## config.mk

```make
export PLATFORM = sky130hd
export DESIGN_NAME = nibble_addsub_sequencer
export DESIGN_NICKNAME = d
export VERILOG_FILES = /design/src/rtl/nibble_addsub_pkg.sv /design/src/rtl/nibble_addsub_slice.sv /design/src/rtl/nibble_addsub_sequencer.sv
export SDC_FILE = /design/constraint.sdc
export NUM_CORES = 1
export LEC_CHECK = 0
export ABC_CLOCK_PERIOD_IN_PS = 8500
export CAP_MARGIN = 0
export CORE_UTILIZATION = 55
export CTS_CLUSTER_DIAMETER = 200
export DETAILED_ROUTE_END_ITERATION = 16
export HOLD_SLACK_MARGIN = 0.05
export PLACE_DENSITY = 0.89
export SLEW_MARGIN = 0
export SYNTH_ARGS = -nofsm -noshare
export SYNTH_HDL_FRONTEND = slang
export SYNTH_SLANG_ARGS = --single-unit
```

## constraint.sdc

```tcl
create_clock -name clk -period 8.5 [get_ports clk]
set_clock_uncertainty 0.1 [all_clocks]
set_input_delay 1.7 -clock clk [delete_from_list [all_inputs] [get_ports clk]]
set_output_delay 1.7 -clock clk [all_outputs]
set_load 0.05 [all_outputs]
```

## src/rtl/nibble_addsub_pkg.sv

```systemverilog
// Shared types and constants for the nibble-serial add/subtract sequencer.
package nibble_addsub_pkg;

  localparam int unsigned NIBBLE_W = 4;

  localparam logic OP_ADD = 1'b0;
  localparam logic OP_SUB = 1'b1;

  typedef enum logic [1:0] {IDLE, RUN, DONE} state_e;

endpackage

```

## src/rtl/nibble_addsub_slice.sv

```systemverilog
// Combinational 4-bit adder slice; inv selects ~y so one slice serves add and subtract.
module nibble_addsub_slice
  import nibble_addsub_pkg::*;
(
  input  logic [NIBBLE_W-1:0] x,
  input  logic [NIBBLE_W-1:0] y,
  input  logic                inv,
  input  logic                cin,
  output logic [NIBBLE_W-1:0] s,
  output logic                cout
);

  logic [NIBBLE_W-1:0] y_eff;
  logic [NIBBLE_W:0]   sum;

  always_comb begin
    y_eff = inv ? ~y : y;
    sum   = {1'b0, x} + {1'b0, y_eff} + {{NIBBLE_W{1'b0}}, cin};
  end

  assign s    = sum[NIBBLE_W-1:0];
  assign cout = sum[NIBBLE_W];

endmodule

```

## src/rtl/nibble_addsub_sequencer.sv

```systemverilog
// Multi-cycle add/subtract: one shared 4-bit slice walks the operands LSB nibble first,
// with the carry held in a register between nibbles.
module nibble_addsub_sequencer
  import nibble_addsub_pkg::*;
#(
  parameter int unsigned NIBBLES = 4
) (
  input  logic                        clk,
  input  logic                        rst_n,
  input  logic                        start,
  input  logic                        op,
  input  logic                        c_i,
  input  logic [NIBBLE_W*NIBBLES-1:0] a,
  input  logic [NIBBLE_W*NIBBLES-1:0] b,
  output logic [NIBBLE_W*NIBBLES-1:0] result,
  output logic                        c_o,
  output logic                        zero,
  output logic                        ovf,
  output logic                        busy,
  output logic                        done
);

  localparam int unsigned W    = NIBBLE_W * NIBBLES;
  localparam int unsigned IdxW = (NIBBLES > 1) ? $clog2(NIBBLES) : 1;

  state_e            state_q, state_d;
  logic [W-1:0]      a_q, b_q, result_q, result_nxt;
  logic              op_q, carry_q, c_o_q, zero_q, ovf_q;
  logic [IdxW-1:0]   idx_q;
  logic              load, last, b_eff_msb;
  logic [NIBBLE_W-1:0] slice_x, slice_y, slice_s;
  logic              slice_cout;

  assign load = start && (state_q == IDLE || state_q == DONE);
  assign last = (idx_q == IdxW'(NIBBLES - 1));

  assign slice_x = a_q[idx_q*NIBBLE_W +: NIBBLE_W];
  assign slice_y = b_q[idx_q*NIBBLE_W +: NIBBLE_W];

  nibble_addsub_slice u_slice (
    .x    (slice_x),
    .y    (slice_y),
    .inv  (op_q == OP_SUB),
    .cin  (carry_q),
    .s    (slice_s),
    .cout (slice_cout)
  );

  // Result with the current nibble merged in; flags are judged on this final value.
  always_comb begin
    result_nxt = result_q;
    result_nxt[idx_q*NIBBLE_W +: NIBBLE_W] = slice_s;
  end

  assign b_eff_msb = (op_q == OP_ADD) ? b_q[W-1] : ~b_q[W-1];

  always_ff @(posedge clk or negedge rst_n) begin
    if (!rst_n) begin
      state_q <= IDLE;
    end else begin
      state_q <= state_d;
    end
  end

  always_comb begin
    state_d = state_q;
    unique case (state_q)
      IDLE:    if (start) state_d = RUN;
      RUN:     if (last) state_d = DONE;
      DONE:    state_d = start ? RUN : IDLE;
      default: state_d = IDLE;
    endcase
  end

  always_comb begin
    busy = (state_q == RUN);
    done = (state_q == DONE);
  end

  always_ff @(posedge clk or negedge rst_n) begin
    if (!rst_n) begin
      a_q      <= '0;
      b_q      <= '0;
      op_q     <= 1'b0;
      idx_q    <= '0;
      carry_q  <= 1'b0;
      result_q <= '0;
      c_o_q    <= 1'b0;
      zero_q   <= 1'b0;
      ovf_q    <= 1'b0;
    end else if (load) begin
      a_q     <= a;
      b_q     <= b;
      op_q    <= op;
      idx_q   <= '0;
      carry_q <= (op == OP_SUB) ? 1'b1 : c_i;
    end else if (state_q == RUN) begin
      result_q <= result_nxt;
      carry_q  <= slice_cout;
      idx_q    <= last ? '0 : idx_q + 1'b1;
      if (last) begin
        c_o_q  <= slice_cout;
        zero_q <= (result_nxt == '0);
        ovf_q  <= (a_q[W-1] == b_eff_msb) && (result_nxt[W-1] != a_q[W-1]);
      end
    end
  end

  assign result = result_q;
  assign c_o    = c_o_q;
  assign zero   = zero_q;
  assign ovf    = ovf_q;

endmodule

```

### Word level (Yosys, flattened, before mapping)

Index checks and enable logic that the tools add are counted.

| word-level totals | value |
|---|---|
| register bits | 57 |
| input bits | 37 |
| output and inout port bits | 21 |
| word-level logic and storage cells | 50 |

| operators by class | value |
|---|---|
| $add $sub $neg | 4 |
| eq/ne operators | 7 |
| shifts and indexed selects | 4 |
| mux-type cells | 13 |
| bitwise logic cells | 3 |
| reductions and logical operators | 9 |

Operator list:

| operator | number |
|---|---|
| $neg 4->34 | 1 |
| $shift 4x34->16 const A | 1 |
| $shiftx 4x34->16 | 1 |
| $shiftx 16x5->4 | 2 |
| $bwmux 16 | 1 |
| $logic_not 16->1 | 1 |
| $mux 2 | 5 |
| $pmux 2 s3 | 1 |
| $add 4x4->5 | 1 |
| $add 5x1->5 | 1 |
| $mux 1 | 5 |
| $eq 2x2->1 const B | 2 |
| $mux 4 | 1 |
| $not 4->4 | 1 |
| $reduce_and 2->1 | 2 |
| $reduce_and 3->1 | 1 |
| $add 2x1->2 const B | 1 |
| $eq 2x1->1 const B | 1 |
| $logic_and 1x1->1 | 2 |
| $logic_not 2->1 | 1 |
| $ne 2x1->1 const B | 1 |
| $ne 2x2->1 const B | 1 |
| $not 1->1 | 2 |
| $reduce_bool 2->1 | 1 |
| 3 further kinds | 3 |

### Logic depth before layout (Yosys ltp)

Gate-level depths: netlist of the first run.

| logic depth | value |
|---|---|
| depth after elaboration | 9 |
| gate-level depth with buffers | 11 |
| gate-level depth less buffers | 9 |

### Cells and area by module

A second synthesis of the first run with hierarchy kept.

| unflattened totals | value |
|---|---|
| cell total of the unflattened synthesis | 223 |
| area, all modules | 2,890.3 µm² |

By module, submodules not included:

| module | instances | cells an instance | area each (µm²) |
|---|---|---|---|
| nibble_addsub_sequencer | 1 | 204 | 2,715.1 |
| nibble_addsub_slice | 1 | 19 | 175.2 |

### Worst setup path before layout of the first run

OpenSTA, ideal clock, no wires.

| timing | value |
|---|---|
| path type | register -> register |
| start point | register idx_q[0] |
| end point | register zero_q, in the netlist zero |
| data arrival time | 2,766 ps |
| data required time | 8,308 ps |
| path slack | 5,542 ps |
| stages on the path, launching flop included | 10 |
| period minus slack after synthesis | 2,958 ps |
| path through | dfrtp_1 > buf_6 > mux4_2 > xnor2_1 > fa_1 > fa_1 > nand2_1 > a211oi_1 > o2111ai_2 > o31ai_2 |

| on the way | value |
|---|---|
| word-level cells in the longest chain between the ends | 8 |
| elaborated cells on any way between the ends | 13 |
| those cells by class | add/sub: 3; eq/ne: 1; shift: 4; mux: 2; bitwise: 1; reduce/logical: 2 |

Ends and longest elaborated chain:

| element | line | text |
|---|---|---|
| start: declaration | nibble_addsub_sequencer.sv:29 | `logic [IdxW-1:0] idx_q;` |
| start signal: assignment | nibble_addsub_sequencer.sv:100 | `idx_q <= last ? '0 : idx_q + 1'b1;` |
| $shiftx 16x5->4 | nibble_addsub_sequencer.sv:38 | `assign slice_y = b_q[idx_q*NIBBLE_W +: NIBBLE_W];` |
| $not 4->4 | nibble_addsub_slice.sv:17 | `y_eff = inv ? ~y : y;` |
| $mux 4 | nibble_addsub_slice.sv:17 |  |
| $add 4x4->5 | nibble_addsub_slice.sv:18 | `sum = {1'b0, x} + {1'b0, y_eff} + {{NIBBLE_W{1'b0}}, cin};` |
| $add 5x1->5 | nibble_addsub_slice.sv:18 |  |
| $shiftx 4x34->16 | nibble_addsub_sequencer.sv:52 | `result_nxt[idx_q*NIBBLE_W +: NIBBLE_W] = slice_s;` |
| $bwmux 16 | nibble_addsub_sequencer.sv:52 |  |
| $logic_not 16->1 | nibble_addsub_sequencer.sv:103 | `zero_q <= (result_nxt == '0);` |
| end signal: assignment | nibble_addsub_sequencer.sv:103 |  |
| end: declaration | nibble_addsub_sequencer.sv:28 | `logic op_q, carry_q, c_o_q, zero_q, ovf_q;` |

Several ways; a longest one is shown, not always the timed one.
A chain may end at the register's enable or synchronous reset.

### Worst setup path in the final report of the first run

| timing | value |
|---|---|
| start point | register state_q[1] |
| end point | output busy |

| on the way | value |
|---|---|
| word-level cells in the longest chain between the ends | 1 |

Ends and longest elaborated chain:

| element | line | text |
|---|---|---|
| start: declaration | nibble_addsub_sequencer.sv:26 | `state_e state_q, state_d;` |
| start signal: assignment | nibble_addsub_sequencer.sv:61 | `state_q <= state_d;` |
| $eq 2x1->1 | nibble_addsub_sequencer.sv:76 | `busy = (state_q == RUN);` |
| end: declaration | nibble_addsub_sequencer.sv:19 | `output logic busy,` |

No other way between the ends.

==> results.md, run 1 <==
Worst setup path:
- STA puts the critical path data required time at about 6.7 ns.
- STA puts the critical path data arrival time at ~2.0 ns.
- The kind of critical path is flip-flop to primary output.
- Tracing the worst setup path back leads to its startpoint at state_q[1].
- The peak fanout along the critical path is 10.
- In this run the critical register-to-register path is launched from idx_q[0].
- STA classifies the critical path endpoint as a primary output.
- The nature of the critical path startpoint is a flip-flop.

Route:
- The total number of vias is 1,992.
- The first detailed-routing pass ran for 4 iterations.
- The count of nets left with antenna violations once routing finished came out at 0.
- The number of vias per cell is approximately 5.6.
- Wires add up to approximately 5.6 mm.
- The wire length per cell is 16.0 microns.
- After the first detailed-routing iteration, the DRC count stood at roughly 110.
- The DRC violations left is 0.

Yosys:
- Summing the areas of all and, or, nand and nor instances in the mapped netlist gives 8.84% of the synthesized area.
- The xor/xnor share of the synthesized area is under 10%.
- The sequential share of the synthesized area is between 40% and 50%.
- The cell area that synthesis handed to floorplanning was approximately 2900 sq um.
- The flip-flop and latch count after synthesis is 57.
- The most repeated cell in the gate-level netlist after synthesis is sky130_fd_sc_hd__dfrtp_1.
- Dividing the synthesized area by the synthesized cell count gives between 10 and 15 sq um.
- Of the post-synthesis cell area, the dominant cell type holds 49.6%.
- Synthesis handed over a netlist of 220 instances.
- In the synthesized netlist the async set-or-reset flop fraction comes to 100%.
- The biggest area contributor in the post-synthesis netlist is sky130_fd_sc_hd__dfrtp_1.
- The mux share of post-synthesis cell area is just under 20%.
- The post-synthesis net count is between 200 and 300.
- The number of unique standard cell types used by synthesis is 43.
- The flip-flop cell with the highest count after synthesis is sky130_fd_sc_hd__dfrtp_1.
- Yosys attributes the largest share of cell area to sky130_fd_sc_hd__dfrtp_1 (50%), sky130_fd_sc_hd__mux2_2 (13%), sky130_fd_sc_hd__mux4_2 (6.3%), sky130_fd_sc_hd__a22o_1 (4.0%), sky130_fd_sc_hd__ha_1 (3.9%).
- The synthesized-area fraction occupied by adder cells is about 5.3%.
- Ranked by instance count, the synthesized netlist is headed by sky130_fd_sc_hd__dfrtp_1 (57), sky130_fd_sc_hd__mux2_2 (33), sky130_fd_sc_hd__a22o_1 (13).
- The number of warnings issued by yosys is 0.
- The post-synthesis compound-gate area fraction is 10.8%.
- By area, the combinational part of the netlist is dominated by multiplexers.
- The number of synthesized flops with an enable pin is 0.

Layout:
- The layout cell share with drive strength beyond 1 is 26.6%.
- The fill cell instance count of the final layout is 306.
- Excluding fillers, the count of instances in the completed layout stands at roughly 350.
- Compared with the post-synthesis result, the final layout area differs by 29.1%.
- The repair_antennas step left the layout with diodes totalling 0.
- The final-stage net count is about 330.

Floorplanning:
- 58 I/O pins were placed.
- The x dimension of the die is roughly 74 microns.
- The core region is 4880 sq um.
- For this configuration, the core starts out at a cell density of approximately three fifths.
- The die outline area is roughly 5500 sq um.
- The number of rows in the core area is 25.
- The die height is ~74 microns.

Clock tree:
- CTS built an H-tree with a depth of 3.
- After clock tree synthesis, the clock-pin slew on the worst setup and hold paths is about 0.06 ns.
- The number of gates resized after CTS is 0.
- The clock root buffer is sky130_fd_sc_hd__clkbuf_8.
- In this run the post-CTS setup repair buffer count came out at 0.
- The clock sink total is 57.
- TritonCTS built the clock tree.
- The clock reaches the later pin of the worst-skew pair after approximately 0.33 ns.
- The number of buffers added by the clock tree synthesis step is 9.
- The number of buffers between clock root and the deepest sink is 2.
- The total of hold buffers inserted after clock tree synthesis is 0.

Outcome:
- The run finished with clean final reports.

GRT:
- The global-route usage over all layers is a little under a quarter.
- The initial antenna violation count was 0.
- After global routing the overflow that remains totals 0.
- Entering global routing, the biggest net connects 58 pins.
- The wire length of the first global-routing pass is between 9 and 10 mm.
- The number of global-route vias before repair came to between 1,500 and 2,000.

STA:
- The maximum operating frequency is around 260 MHz.
- The final setup violation count is 0.
- The transition time at the pin with the least slew margin is between 0.9 and 1 ns.
- The number of hold-slack violations in the final timing report was 0.
- Setup total negative slack on the finished layout was measured at 0 ns.
- The number of pins with negative max-slew slack in the final report is 0.
- After layout, the worst path uses a little under half of the clock period.
- Final hold analysis gives a worst-case slack of 0.403 ns.
- Setup repair after global routing left no endpoint under its margin.
- The worst slew slack as a fraction of its limit is between 30% and 40%.
- The post-route minimum period is around 3.8 ns.

Run:
- The tool flagged a number of max-cap violations equal to 0.

Place:
- The number of input and output port buffers inserted is 57.
- The number of placed cells counting well taps is approximately 340.
- Detailed placement ended at an HPWL of 4.00 mm.
- At the end of routability-driven placement, the weighted congestion stood at a little over 0.9.

Hold path:
- The class of the worst hold path is flip-flop to flip-flop.
- The startpoint of the lowest-slack hold path is b_q[14].
sequential cells by signal, summed over array words and instances (netlist names):
signal / cells
a_q: 16
b_q: 16
result: 16
idx_q: 2
state_q: 2
c_o: 1
carry_q: 1
op_q: 1
ovf: 1
zero: 1
metrics by stage:
stage	utilization (%)	instance area, sq um	worst slack (ns)
6_report	76.0	3710	4.67
5_1_grt	76.0	3710	4.56
4_1_cts	76.0	3710	4.67
3_5_place_dp	71.4	3480	4.91
3_3_place_gp	71.4	3480	4.91
2_1_floorplan	-	2870	5.54
worst max-delay path: stages, from the launching register on:
cell and delay [ns]:
sky130_fd_sc_hd__dfrtp_1 0.37, sky130_fd_sc_hd__nand2b_1 0.34, sky130_fd_sc_hd__clkinv_4 0.18, sky130_fd_sc_hd__clkdlybuf4s50_1 0.81
routing by layer:
layer / track usage [%] / share of wire, %
met2: 39.7 / 52
met3: 4.74 / 3.5
met4: 8.18 / 1.6
met5: 0 / 0
met1: 29.4 / 43
worst paths after layout:
kind / to / slack [ns] / cells after the start
worst min register to register: b_q[14] / 0.40 / 1
min in group asynchronous: result[15] / 1.39 / 2
worst max register to register: zero / 5.21 / 9
worst min-delay path: b_q[14] / 0.40 / 1
worst max-delay path: busy / 4.67 / 3
max in group asynchronous: b_q[4] / 6.45 / 2
layout by cell type (no fill, tap or decap), types with 3 or more instances in the layout:
| cell type | synthesis | final |
|---|---|---|
| sky130_fd_sc_hd__nor3_2 | 4 | 4 |
| sky130_fd_sc_hd__inv_1 | 8 | 8 |
| sky130_fd_sc_hd__dfrtp_1 | 57 | 57 |
| sky130_fd_sc_hd__clkbuf_8 | 0 | 14 |
| sky130_fd_sc_hd__nor4_1 | 4 | 4 |
| sky130_fd_sc_hd__ha_1 | 9 | 9 |
| sky130_fd_sc_hd__xor2_1 | 6 | 6 |
| sky130_fd_sc_hd__nand2b_1 | 3 | 3 |
| sky130_fd_sc_hd__o22ai_1 | 3 | 3 |
| sky130_fd_sc_hd__mux2_2 | 33 | 33 |
| sky130_fd_sc_hd__a22o_2 | 3 | 3 |
| sky130_fd_sc_hd__nand2_1 | 12 | 12 |
| sky130_fd_sc_hd__a21oi_1 | 7 | 7 |
| sky130_fd_sc_hd__a22o_1 | 13 | 13 |
| sky130_fd_sc_hd__mux4_2 | 8 | 8 |
| sky130_fd_sc_hd__a211oi_1 | 3 | 3 |
| sky130_fd_sc_hd__clkdlybuf4s50_1 | 0 | 56 |
| sky130_fd_sc_hd__nor2_1 | 7 | 7 |
layout make-up:
cell class                 count  area (sq um)  share of cell area, %
sequential                    57          1430                   38.4
multi-input combinational    143          1350                   36.3
timing repair buffer          59           581                   15.6
clock buffer                  15           196                   5.30
tap                           67          83.8                   2.26
inverter                      11          46.3                   1.25
clock inverter                 1          30.0                  0.809
kinds of logic (layout without fill, tap and decap cells):
family | Yosys count | in the layout
buf+inv | 20 | 86
compound gates | 40 | 40
mux | 42 | 42
simple gates | 43 | 43
flops | 57 | 57
xor+xnor | 7 | 7
fa+ha+maj | 11 | 11
Power of run 1 is not shown: default switching activity piles up to over one toggle a cycle in this logic, so the estimate is an artifact.
==> run 2: changes to the inputs <==
--- a/config.mk
+++ b/config.mk
@@ -5,13 +5,13 @@
 export SDC_FILE = /design/constraint.sdc
 export NUM_CORES = 1
 export LEC_CHECK = 0
-export ABC_CLOCK_PERIOD_IN_PS = 8500
+export ABC_CLOCK_PERIOD_IN_PS = 3500
 export CAP_MARGIN = 0
-export CORE_UTILIZATION = 55
+export CORE_UTILIZATION = 46
 export CTS_CLUSTER_DIAMETER = 200
 export DETAILED_ROUTE_END_ITERATION = 16
 export HOLD_SLACK_MARGIN = 0.05
-export PLACE_DENSITY = 0.89
+export PLACE_DENSITY = 0.79
 export SLEW_MARGIN = 0
 export SYNTH_ARGS = -nofsm -noshare
 export SYNTH_HDL_FRONTEND = slang
==> constraint.sdc (replaced) <==
create_clock -name clk -period 3.5 [get_ports clk]
set_clock_uncertainty 0.1 [all_clocks]
set_input_delay 0.7 -clock clk [delete_from_list [all_inputs] [get_ports clk]]
set_output_delay 0.7 -clock clk [all_outputs]
set_load 0.05 [all_outputs]
==> results.md, run 2 (synthesis gave the netlist of run 1 again) <==
Worst setup path:
- Of all nets on the critical path, the largest fanout is 20.
- The kind of critical path is flip-flop to flip-flop.
- The worst endpoint required time is between 3 and 4 ns.
- STA classifies the critical path endpoint as a flip-flop.
- The data arrival time of the worst path is 3.13 ns.
- The worst setup path is launched from a flip-flop.

Clock tree:
- Once the clock tree was built, the setup fixing pass inserted 0 buffers.
- Clock latency on the worst-skew pair, taken at its later pin, is roughly 0.35 ns.
- The clock-pin slew of the registers on the worst-case setup and hold paths is 0.07 ns.
- The clock net in this run drives a total of between 50 and 60 sinks.
- Counting the buffers created by CTS gives 9.
- In this run, post-CTS repair resized a total of 0 instances.
- No sink is reached through more buffers than the 2 on the longest clock path.
- The H-tree generated during clock tree synthesis spans 3 levels.
- TritonCTS built the clock tree.
- In this run the clock root is driven by a sky130_fd_sc_hd__clkbuf_8.
- Buffers inserted to repair hold after CTS numbered 0.

Layout:
- The library cells used most frequently in the layout, excluding fill and tap cells, are sky130_fd_sc_hd__dfrtp_1 (57), sky130_fd_sc_hd__clkdlybuf4s50_1 (56), sky130_fd_sc_hd__mux2_2 (33), sky130_fd_sc_hd__a22o_1 (13), sky130_fd_sc_hd__clkbuf_8 (13).
- The number of antenna cells inserted is 0.
- The number of standard cells in the final layout excluding fillers is approximately 360.
- The growth of design area from synthesis to finish is 29.8%.
- The final-stage net count is approximately 330.
- After routing the design area is roughly 3700 sq um.
- The layout cell share with drive strength beyond 1 is 27.4%.
- The most common cell after layout, fill and taps aside is sky130_fd_sc_hd__dfrtp_1.

Floorplanning:
- During I/O placement, the number of pins put on the boundary was 58.
- The die height is between 80 and 90 microns.
- Row generation in the floorplan step produced 28 rows.
- The x dimension of the die is between 80 and 90 microns.
- The die outline area is around 6600 sq um.
- For this configuration, the core starts out at a cell density of about 48%.
- The floorplan step defined a core boundary enclosing 5990 sq um.

STA:
- The number of hold-slack violations in the final timing report is 0.
- The transition time at the pin with the least slew margin is between 0.7 and 0.8 ns.
- Based on the critical path, the design can be clocked at up to roughly 340 MHz.
- Dividing the final minimum period by the clock period gives 84.7%.
- Headroom to the max-slew limit came out at a little under half.
- Setup repair after global routing left no endpoint under its margin.
- Setup violations remaining at the end of the flow were counted as 0.
- The post-route minimum period is 2.96 ns.
- The number of pins with negative max-slew slack in the final report is 0.
- The total negative slack for setup checks is 0 ns.

Route:
- The number of nets with antenna violations after routing is 0.
- In this run, the number of DRC markers left after iteration 0 of detailed routing was 190.
- The number of vias per cell is about 5.5.
- The first-pass detailed-route iteration total is 4.
- The DRC violations left is 0.
- After detailed routing, the average wire length per cell comes to roughly 16 microns.
- Wires add up to 5.73 mm.
- The total number of vias is 2,013.

Place:
- The placer's final routability congestion estimate is about 0.85.
- The number of placed cells counting well taps is ~350.
- The number of input and output port buffers inserted is between 50 and 60.
- Detailed placement ended at an HPWL of around 4.2 mm.
- The instance area at placement is ~3500 sq um.

GRT:
- Summed over all layers, the global routing overflow is 0.
- Global routing used approximately a fifth of the available tracks across all layers.
- The maximum number of pins on one net before global-route repair is 38.
- The number of global-route vias before repair is around 2,000.
- The initial antenna violation count is 0.
- The first global-routing pass estimated just under 10 mm of wire.

Hold path:
- The min-delay analysis places its worst path in the category input pin to asynchronous set/reset pin.

Outcome:
- The run finished with clean final reports.

Run:
- The number of maximum-capacitance constraint violations is 0.
-- run 2: worst paths after layout --
path | start | to | slack, ns | cells past startpoint
worst min-delay path | rst_n | result[5] | 0.33 | 1
max in group asynchronous | rst_n | result[3] | 2.28 | 2
worst min register to register | b_q[7] | b_q[7] | 0.40 | 1
worst max register to register | idx_q[0] | zero | 0.54 | 9
min in group clk | b_q[7] | b_q[7] | 0.40 | 1
worst max-delay path | idx_q[0] | zero | 0.54 | 9
-- run 2: per-layer routing --
metal,track usage [%],part of all wire (%),up-vias
met5,0,0,-
met4,10.4,2.4,0
met3,5.06,4.7,13
met2,32.0,47,61
met1,26.4,46,998
li1,-,-,941
-- run 2: stage by stage --
step	worst slack [ns]	util [%]	hold slack [ns]
5_1_grt	0.307	62.3	0.404
4_1_cts	0.525	62.3	0.353
6_report	0.536	62.3	0.334
3_3_place_gp	0.631	58.7	0.387
3_5_place_dp	0.543	58.7	0.396
2_1_floorplan	0.542	-	0.304
-- run 2: cell type report --
cell class | count | area [sq um]
inverter | 11 | 46.3
fill | 449 | 2260
timing repair buffer | 62 | 603
multi-input combinational | 143 | 1350
tap | 75 | 93.8
sequential | 57 | 1430
clock inverter | 2 | 35.0
clock buffer | 13 | 179
-- run 2: worst max-delay path, stage by stage (launching register included) --
cell and delay, ns:
sky130_fd_sc_hd__dfrtp_1 0.37, sky130_fd_sc_hd__buf_4 0.31, sky130_fd_sc_hd__mux4_2 0.55, sky130_fd_sc_hd__xor2_1 0.20, sky130_fd_sc_hd__inv_1 0.09, sky130_fd_sc_hd__fa_1 0.57
sky130_fd_sc_hd__nand2_1 0.07, sky130_fd_sc_hd__a211oi_1 0.28, sky130_fd_sc_hd__o2111ai_2 0.15, sky130_fd_sc_hd__o31ai_2 0.18
Power of run 2 is left out for the same reason.
==> run 3: changes to the inputs <==
--- a/config.mk
+++ b/config.mk
@@ -5,7 +5,7 @@
 export SDC_FILE = /design/constraint.sdc
 export NUM_CORES = 1
 export LEC_CHECK = 0
-export ABC_CLOCK_PERIOD_IN_PS = 3500
+export ABC_CLOCK_PERIOD_IN_PS = 2500
 export CAP_MARGIN = 0
 export CORE_UTILIZATION = 46
 export CTS_CLUSTER_DIAMETER = 200
==> constraint.sdc (replaced) <==
create_clock -name clk -period 2.5 [get_ports clk]
set_clock_uncertainty 0.1 [all_clocks]
set_input_delay 0.5 -clock clk [delete_from_list [all_inputs] [get_ports clk]]
set_output_delay 0.5 -clock clk [all_outputs]
set_load 0.05 [all_outputs]
==> results.md, run 3 (synthesis gave the netlist of run 1 again) <==
Route:
- The violation count after the first detailed-route iteration is 160.
- The pre-antenna-repair detailed-routing pass consisted of 4 iterations.
- The number of vias per cell is roughly 5.4.
- Dividing the detail-routed wire length by the instance count gives 16.4 microns.
- The number of nets with antenna violations after routing is 0.
- Across all layers, the routed design uses about 2,100 vias.
- The total wire length is 6.27 mm.
- The DRC violations left is 0.

Floorplanning:
- The initialized floorplan defines 28 standard-cell rows.
- The number of top-level pins is 58.
- The initial core utilization is between 40 and 50%.
- From left edge to right edge, the die measures between 80 and 90 microns.
- The area of the placeable core is ~6000 sq um.
- The die covers about 6600 sq um.
- The die height is about 81 microns.

GRT:
- The global-route usage over all layers is 21.2%.
- The sum of overflow across all layers after global routing is 0.
- The number of global-route vias before repair came to around 2,100.
- The first global-routing pass estimated between 10 and 15 mm of wire.
- Entering global routing, the biggest net connects 58 pins.
- The initial antenna violation count was 0.

Clock tree:
- The number of buffers between clock root and the deepest sink is 2.
- The TritonCTS clock tree is done.
- In this run, CTS created clock tree buffers numbering 9.
- The clock root buffer is sky130_fd_sc_hd__clkbuf_8.
- The later pin in the worst-skew pair is clocked with a latency of roughly 0.33 ns.
- Clock-pin slew was measured on the worst setup and hold paths at ~0.060 ns.
- The clock sink total is 57.
- The maximum level of the CTS H-tree is 3.

Worst setup path:
- The number of buffer and inverter instances along the worst setup path is 0.
- The setup slack on the worst flop-to-flop path is -0.24 ns.
- The delay contributed by the slowest stage of the critical path is between 0.5 and 0.6 ns.
- STA classifies the critical path startpoint as a flip-flop.
- Data on the critical path is required at its endpoint by approximately 2.7 ns.
- Data on the critical path arrives at its endpoint at 2.89 ns.
- Broken down by cell family, the worst path's largest delay share belongs to adder cells.
- The critical path is of the flip-flop to flip-flop type.
- Along the worst path, the maximum fanout reaches 2.
- The origin of the critical flop-to-flop path is idx_q[0].
- Among the stages of the critical path, the cell type that occurs most often is sky130_fd_sc_hd__fa_2.
- STA classifies the critical path endpoint as a flip-flop.
- Walking the worst path, the cells encountered are mux4_2 -> xnor2_2 -> fa_2 -> fa_2 -> nand2_1 -> a211oi_2 -> o2111ai_2 -> o31ai_2.
- The start point of the critical path is idx_q[0].
- The slowest cell on the critical path is sky130_fd_sc_hd__fa_2.

STA:
- The worst path in the final design needs a cycle of ~2.7 ns, including I/O delays and setup.
- The final setup violation count is 15.
- The final cycle utilization of the critical path is 110%.
- The total negative slack for setup checks is -2.32 ns.
- The final critical-path setup slack is -0.242 ns.
- Headroom to the max-slew limit came out at just under 60%.
- The maximum operating frequency is roughly 360 MHz.
- The number of pins with negative max-slew slack in the final report is 0.
- At the pin with the least slew margin, the transition time is ~0.61 ns.
- Setup repair after global routing could not meet its margin everywhere.
- The number of hold-slack violations in the final timing report came to 0.

Outcome:
- The flow ran to the end, but the final reports show violations.
- The final reports fail on setup timing.

Place:
- The number of input and output port buffers inserted is 57.
- The instance area at placement is 3690 sq um.
- The number of placed cells counting well taps is 364.
- The congestion estimate from routability-driven global placement came to roughly 0.86.
- The post-placement setup slack is -0.261 ns.
- The HPWL after detailed placement is 4.52 mm.

Layout:
- The final layout contains ~350 nets.
- From synthesis to final layout, the design area changed by 38.9%.
- Once layout is done, the placed cells without fillers occupy between 3000 and 4000 sq um.
- The layout cell share with drive strength beyond 1 is 36.4%.
- The number of antenna cells inserted is 0.
- The count of cells in the finished layout, fillers not included, comes to approximately 380.
- The fill cell instance count of the final layout is around 440.
- The library cells used most frequently in the layout, excluding fill and tap cells, are sky130_fd_sc_hd__dfrtp_1 (57), sky130_fd_sc_hd__clkdlybuf4s50_1 (55), sky130_fd_sc_hd__mux2_2 (33), sky130_fd_sc_hd__buf_4 (20).
- The most common cell after layout, fill and taps aside is sky130_fd_sc_hd__dfrtp_1.

Hold path:
- The class of the worst hold path is input pin to asynchronous set/reset pin.

Run:
- The number of maximum-capacitance constraint violations is 0.
==> run 3: cell count changes in the layout (fill, tap and decap cells not counted), sizes merged <==
cell / before / now
clkdlybuf4s50: 56 / 55
buf: 6 / 27
==> run 3: cell type report <==
cell class	instances	area (sq um)	share of cell area [%]
clock inverters	2	35.0	0.877
well taps	75	93.8	2.35
flip-flops and latches	57	1430	35.7
multi-input cells	143	1420	35.6
clock buffers	13	179	4.48
repair buffers	82	791	19.8
inverters	11	46.3	1.16
==> run 3: worst paths after layout <==
check,to,cells past startpoint
max,zero,8
min,state_q[1],2
max reg2reg,zero,8
min reg2reg,zero,2
max in group asynchronous,a_q[0],2
min in group clk,zero,2
==> run 3: layer usage <==
metal / share of wire [%] / vias to the layer above / GRT usage, %
met2: 50 / 62 / 34.3
met3: 4.7 / 14 / 5.28
met1: 43 / 1037 / 26.7
li1: - / 968 / -
met4: 2.2 / 0 / 10.0
met5: 0 / - / 0
==> run 3: per-stage QoR <==
| stage | util (%) | hold WS [ns] |
|---|---|---|
| finish | 66.6 | 0.0587 |
| global route | 66.6 | 0.0811 |
| CTS | 65.8 | 0.0572 |
| detailed placement | 61.6 | 0.384 |
| global placement | 61.6 | 0.385 |
| floorplan | - | 0.104 |
==> run 3: timing repair <==
item,CTS,global route
gates resized for setup,7,7
endpoints found under the setup margin,16,17
pin swaps,7,2
buffers inserted,2,2
hold buffers,0,0
==> run 3: worst register-to-register path: stages (launching register included) <==
cell	delay, ns
sky130_fd_sc_hd__dfrtp_1	0.36
sky130_fd_sc_hd__mux4_2	0.53
sky130_fd_sc_hd__xnor2_2	0.16
sky130_fd_sc_hd__fa_2	0.38
sky130_fd_sc_hd__fa_2	0.55
sky130_fd_sc_hd__nand2_1	0.07
sky130_fd_sc_hd__a211oi_2	0.19
sky130_fd_sc_hd__o2111ai_2	0.13
sky130_fd_sc_hd__o31ai_2	0.19
Power of run 3 is left out for the same reason.
